===== config.mk =====
export PLATFORM = sky130hd
export DESIGN_NAME = pipeline_hazard_sequencer
export DESIGN_NICKNAME = d
export VERILOG_FILES = /design/src/rtl/pipe_ctrl_pkg.sv /design/src/rtl/pipeline_hazard_sequencer_sat_counter.sv /design/src/rtl/pipeline_hazard_sequencer.sv
export SDC_FILE = /design/constraint.sdc
export NUM_CORES = 1
export LEC_CHECK = 0
export CAP_MARGIN = 20
export CORE_ASPECT_RATIO = 0.9
export CORE_MARGIN = 2
export CORE_UTILIZATION = 25
export DETAILED_ROUTE_END_ITERATION = 6
export GPL_ROUTABILITY_DRIVEN = 0
export PLACE_DENSITY = 0.77
export SLEW_MARGIN = 20
export SYNTH_ARGS = -nofsm -noshare
export SYNTH_HDL_FRONTEND = slang
export SYNTH_SLANG_ARGS = --single-unit
export TNS_END_PERCENT = 20

===== constraint.sdc =====
create_clock -name clock -period 2.3 [get_ports clock]
set_clock_uncertainty 0.2 [all_clocks]
set_input_delay 0.23 -clock clock [delete_from_list [all_inputs] [get_ports clock]]
set_output_delay 0.23 -clock clock [all_outputs]
set_load 0.005 [all_outputs]

===== src/rtl/pipe_ctrl_pkg.sv =====
// Shared definitions for the pipeline hazard sequencer: FSM state encoding,
// default mult/div timeout and the bit positions of the latch-enable vector.
package pipe_ctrl_pkg;

    typedef enum logic {
        RUN     = 1'b0,
        MD_WAIT = 1'b1
    } state_t;

    localparam int MD_TIMEOUT_DEFAULT = 64;

    localparam int EN_PC  = 0;
    localparam int EN_FD  = 1;
    localparam int EN_DX  = 2;
    localparam int EN_XM  = 3;
    localparam int EN_MW  = 4;
    localparam int EN_NUM = 5;

endpackage


===== src/rtl/pipeline_hazard_sequencer_sat_counter.sv =====
// Saturating up-counter used for the optional pipeline performance counters.
module sat_counter #(
    parameter int CNT_W = 32
) (
    input  logic             clock,
    input  logic             reset_n,
    input  logic             inc,
    input  logic             clear,
    output logic [CNT_W-1:0] count
);

    logic [CNT_W-1:0] count_reg;

    always_ff @(posedge clock or negedge reset_n) begin
        if (!reset_n) begin
            count_reg <= '0;
        end else if (clear) begin
            count_reg <= '0;
        end else if (inc && (count_reg != {CNT_W{1'b1}})) begin
            count_reg <= count_reg + CNT_W'(1);
        end
    end

    assign count = count_reg;

endmodule


===== src/rtl/pipeline_hazard_sequencer.sv =====
// Pipeline latch-enable / flush sequencer for stalls, taken branches and mult/div waits.
// Define STALL_PERF_EN to build the stall/flush/mult-div-wait performance counters.
module pipeline_hazard_sequencer
    import pipe_ctrl_pkg::*;
#(
    parameter int MD_TIMEOUT = MD_TIMEOUT_DEFAULT,
    parameter int CNT_W      = 32
) (
    input  logic             clock,
    input  logic             reset_n,
    input  logic             stall_req,
    input  logic             branch_taken_dx,
    input  logic             md_start_dx,
    input  logic             md_ready,
    input  logic             halt,
    output logic             pc_en,
    output logic             fd_en,
    output logic             dx_en,
    output logic             xm_en,
    output logic             mw_en,
    output logic             fd_flush,
    output logic             dx_flush,
    output logic             xm_flush,
    output logic             md_go,
    output logic             md_busy,
    output logic             md_timeout,
    output logic [CNT_W-1:0] stall_cycles,
    output logic [CNT_W-1:0] flush_count,
    output logic [CNT_W-1:0] md_wait_cycles
);

    localparam int TW = (MD_TIMEOUT > 2) ? $clog2(MD_TIMEOUT) : 1;
    localparam logic [TW-1:0] MD_LAST = TW'(MD_TIMEOUT - 1);

    state_t            state_reg;
    logic [TW-1:0]     md_cnt_reg;
    logic              md_timeout_reg;
    logic [EN_NUM-1:0] en;
    logic              fd_fl, dx_fl, xm_fl, go, busy, release_md;

    always_comb begin
        en         = '0;
        fd_fl      = 1'b0;
        dx_fl      = 1'b0;
        xm_fl      = 1'b0;
        go         = 1'b0;
        busy       = 1'b0;
        release_md = 1'b0;
        if (!reset_n) begin
            en = '0;
        end else if (state_reg == RUN) begin
            if (halt) begin
                en = '0;
            end else if (md_start_dx) begin
                go        = 1'b1;
                en[EN_XM] = 1'b1;
                en[EN_MW] = 1'b1;
                xm_fl     = 1'b1;
            end else if (branch_taken_dx) begin
                en    = '1;
                fd_fl = 1'b1;
                dx_fl = 1'b1;
            end else if (stall_req) begin
                en[EN_DX] = 1'b1;
                en[EN_XM] = 1'b1;
                en[EN_MW] = 1'b1;
                dx_fl     = 1'b1;
            end else begin
                en = '1;
            end
        end else begin
            busy = 1'b1;
            if (halt) begin
                en = '0;
            end else if (md_ready || (md_cnt_reg == MD_LAST)) begin
                // Result (or forced release) enters XM on this edge.
                en         = '1;
                release_md = 1'b1;
            end else begin
                en[EN_XM] = 1'b1;
                en[EN_MW] = 1'b1;
                xm_fl     = 1'b1;
            end
        end
    end

    always_ff @(posedge clock or negedge reset_n) begin
        if (!reset_n) begin
            state_reg      <= RUN;
            md_cnt_reg     <= '0;
            md_timeout_reg <= 1'b0;
        end else begin
            case (state_reg)
                RUN: begin
                    if (!halt && md_start_dx) begin
                        state_reg  <= MD_WAIT;
                        md_cnt_reg <= '0;
                    end
                end
                MD_WAIT: begin
                    if (!halt) begin
                        if (release_md) begin
                            state_reg <= RUN;
                            if (!md_ready) begin
                                md_timeout_reg <= 1'b1;
                            end
                        end else begin
                            md_cnt_reg <= md_cnt_reg + TW'(1);
                        end
                    end
                end
                default: state_reg <= RUN;
            endcase
        end
    end

    assign pc_en      = en[EN_PC];
    assign fd_en      = en[EN_FD];
    assign dx_en      = en[EN_DX];
    assign xm_en      = en[EN_XM];
    assign mw_en      = en[EN_MW];
    assign fd_flush   = fd_fl;
    assign dx_flush   = dx_fl;
    assign xm_flush   = xm_fl;
    assign md_go      = go;
    assign md_busy    = busy;
    assign md_timeout = md_timeout_reg;

`ifdef STALL_PERF_EN
    logic [2:0]       perf_inc;
    logic [CNT_W-1:0] perf_cnt [3];

    // Halt cycles are frozen time, not stalls, so they are excluded.
    assign perf_inc[0] = reset_n && (state_reg == RUN) && !halt && !en[EN_PC];
    assign perf_inc[1] = reset_n && (state_reg == RUN) && !halt && !md_start_dx && branch_taken_dx;
    assign perf_inc[2] = reset_n && (state_reg == MD_WAIT);

    genvar gi;
    generate
        for (gi = 0; gi < 3; gi++) begin : g_perf
            sat_counter #(.CNT_W(CNT_W)) u_cnt (
                .clock   (clock),
                .reset_n (reset_n),
                .inc     (perf_inc[gi]),
                .clear   (1'b0),
                .count   (perf_cnt[gi])
            );
        end
    endgenerate

    assign stall_cycles   = perf_cnt[0];
    assign flush_count    = perf_cnt[1];
    assign md_wait_cycles = perf_cnt[2];
`else
    assign stall_cycles   = '0;
    assign flush_count    = '0;
    assign md_wait_cycles = '0;
`endif

endmodule

==> summary.md <==
| Metric | Value |
|---|---|
| Area of the core | 4800 sq um |
| CTS H-tree depth | 1 |
| Post-synth EDFFs | 0 |
| CTS Hold Bufs | 0 |
| Clock buffer depth | 2 |
| Post-Route WL | 1960 um |
| First-pass GRT wire length | around 2800 um |
| M1 wire length | 627 um |
| Die area | 5540 sq um |
| FF+latch count, synth | 8 |
| Reg2Reg Setup Slack | approximately 0.37 ns |
| Num rows | 24 |
| Reg clk slew, reported paths | about 0.04 ns |
| DRC viols | 0 |
| R2R cell count | 5 |
| Switching share of power | 0.364 |
| Initial DRT Pass Iterations | 4 |
| Fin Setup TNS | 0 ns |
| Finished Layout Cells | around 250 |
| Outcome | complete, no violations |
| Horiz. Die Dim | between 70 and 80 um |
| Leading area contributor after synthesis | buf_4 |
| Clock latency on the worst-skew pair | 0.23 ns |
| R2r startpoint | md_cnt_reg[1] |
| Nets@finish | 193 |
| Worst VDD drop | ~0.00018 V |
| Unrepaired setup endpoints after global routing | false |
| Synth area leaders | buf_4 (59%), dfrtp_1 (16%), o21ai_0 (2.8%), nor2_1 (2.1%), and2_1 (1.5%) |
| Placed cell count | between 200 and 250 |
| Routed length on met2 | a little over 1000 um |
| Lkg Pwr | between 0.0006 and 0.0007 uW |
| Fin crit period | roughly 2.2 ns |
| Final ANT Viol Nets | 0 |
| Vias in the first global route | about 600 |
| Clk network pwr share | 0.246 |
| Crit path kind | in2out |
| Reg2reg end | md_cnt_reg[4] |
| Critical Path RT | 1.87 ns |
| Met3 wire length | 225 um |
| TritonCTS clock tree | yes |
| Num CTS Buffers | 3 |
| Syn Area/Cell | around 8 sq um |
| Root buf cell | clkbuf_8 |
| Final Cycle Share | 0.966 |
| Slew Limit Fails | 0 |
| Dpl hpwl | around 1600 um |
| Tot Pwr | 695 uW |
| Area growth syn-to-layout | 0.707% |
| Share of layout cells above drive strength 1 | 0.109 |
| # Max-Cap Violations | 0 |
| Largest net degree at the start of global routing | 13 |
| IO Pins | between 100 and 150 |
| Number of port buffers | 17 |
| Sw power | between 200 and 300 uW |
| Mapped Cells | ~160 |
| CP max FO | 4 |
| Register area share after synthesis | 0.161 |
| Flop pwr share | 0.358 |
| Total number of vias | slightly above 800 |
| Unique masters post-synth | 31 |
| Iter 0 DRT Violations | between 70 and 80 |
| Synth Flop Type | dfrtp_1 |
| Yosys Warn Count | 0 |
| Hold Violations, Final | 0 |
| Most frequent cells in the layout | conb_1 (96), clkdlybuf4s50_1 (13), buf_4 (11) |
| Final setup vio count | 0 |
| Synth top area share | 0.593 |
| Initial core utilization | 0.258 |
| Largest register FFs | 6 |
| Startpoint types | input pin |
| Highest metal used | met4 |
| Pint | ~440 uW |
| Syn Std Cell Area | 1240 sq um |
| Peak Freq | 450 MHz |
| DR vias/cell | 3.26 |
| Asr flop ratio synth | 1.00 |
| Hold Slack | about 0.15 ns |
| Crit. End Element | output pin |
| Commonest non-fill, non-tap cell in the layout | conb_1 |
| Hold Path Class | in2async |
| Combinational power share | 0.396 |
| Initial antenna violation count | 0 |
| # diodes | 0 |
| Total GRT Usage | 0.0657 |
| Power per cell area | 556 nW/um^2 |
| Wirelength per Cell | 7.92 um |
| WP data arrival | 1.79 ns |
| Die H | just over 70 um |
| Gr ovfl total | 0 |
| CTS Sinks | 8 |
[worst max-delay path by stage]
stage	startpoint	endpoint	slack, ns	cells past startpoint
finish	reset_n	dx_flush	0.08	7
global route	state_reg	dx_flush	0.03	5
CTS	md_cnt_reg[1]	dx_en	-0.03	6
detailed placement	md_cnt_reg[1]	fd_en	-0.01	6
global placement	reset_n	pc_en	0.04	6
floorplan	md_cnt_reg[0]	pc_en	0.37	6
[cell families (layout without fill, tap and decap cells)]
kind of cell	after synthesis	in the layout	share of synthesized area
buf+inv	100	32	0.605
simple gates	28	28	0.124
compound gates	17	17	0.0878
flops	8	8	0.161
fa+ha+maj	1	1	0.0101
other cells	1	96	0.00302
mux	1	1	0.00807
[power by group through the flow]
stage	registers, uW	logic [uW]	clock network [uW]
2_1_floorplan	221	294	0
3_3_place_gp	241	255	0
3_5_place_dp	246	263	0
4_1_cts	246	264	179
5_1_grt	258	312	183
6_report	249	275	171
[area by class of cell]
class	instances	area, sq um
sequential	8	200
inverter	1	3.75
clock buffer	3	41.3
fill	539	3560
timing repair buffer	28	251
tap	65	81.3
multi-input combinational	143	671
[critical path: stages]
cell	delay, ns
clkdlybuf4s50_1	0.50
inv_1	0.08
nor2_2	0.15
nand2_1	0.09
buf_4	0.14
nor2_1	0.09
clkdlybuf4s50_1	0.50
[cells in the mapped netlist (2+ instances only)]
| cell | instances |
|---|---|
| a21oi_1 | 2 |
| and2_1 | 3 |
| and3_1 | 2 |
| buf_4 | 98 |
| dfrtp_1 | 8 |
| nand2_1 | 5 |
| nor2_1 | 7 |
| o21ai_0 | 7 |
| o21bai_1 | 2 |
[stage by stage]
step	worst slack (ns)	area, sq um	util
5_1_grt	0.0267	1250	0.260
3_3_place_gp	0.0379	1170	0.243
3_5_place_dp	-0.0108	1170	0.243
6_report	0.0778	1250	0.260
2_1_floorplan	0.367	1600	-
4_1_cts	-0.0343	1230	0.257
[per-layer routing]
layer	vias up	GRT usage
met5	-	0
met4	0	0.0721
met3	10	0.0140
met2	72	0.105
met1	362	0.0681
li1	365	-
[timing repair]
action / CTS / global route
buffers inserted: 1 / 1
endpoints found under the setup margin: 4 / 3
pin swaps: 1 / 0
gates resized for setup: 8 / 3
Power figures use the tool's default switching activity.
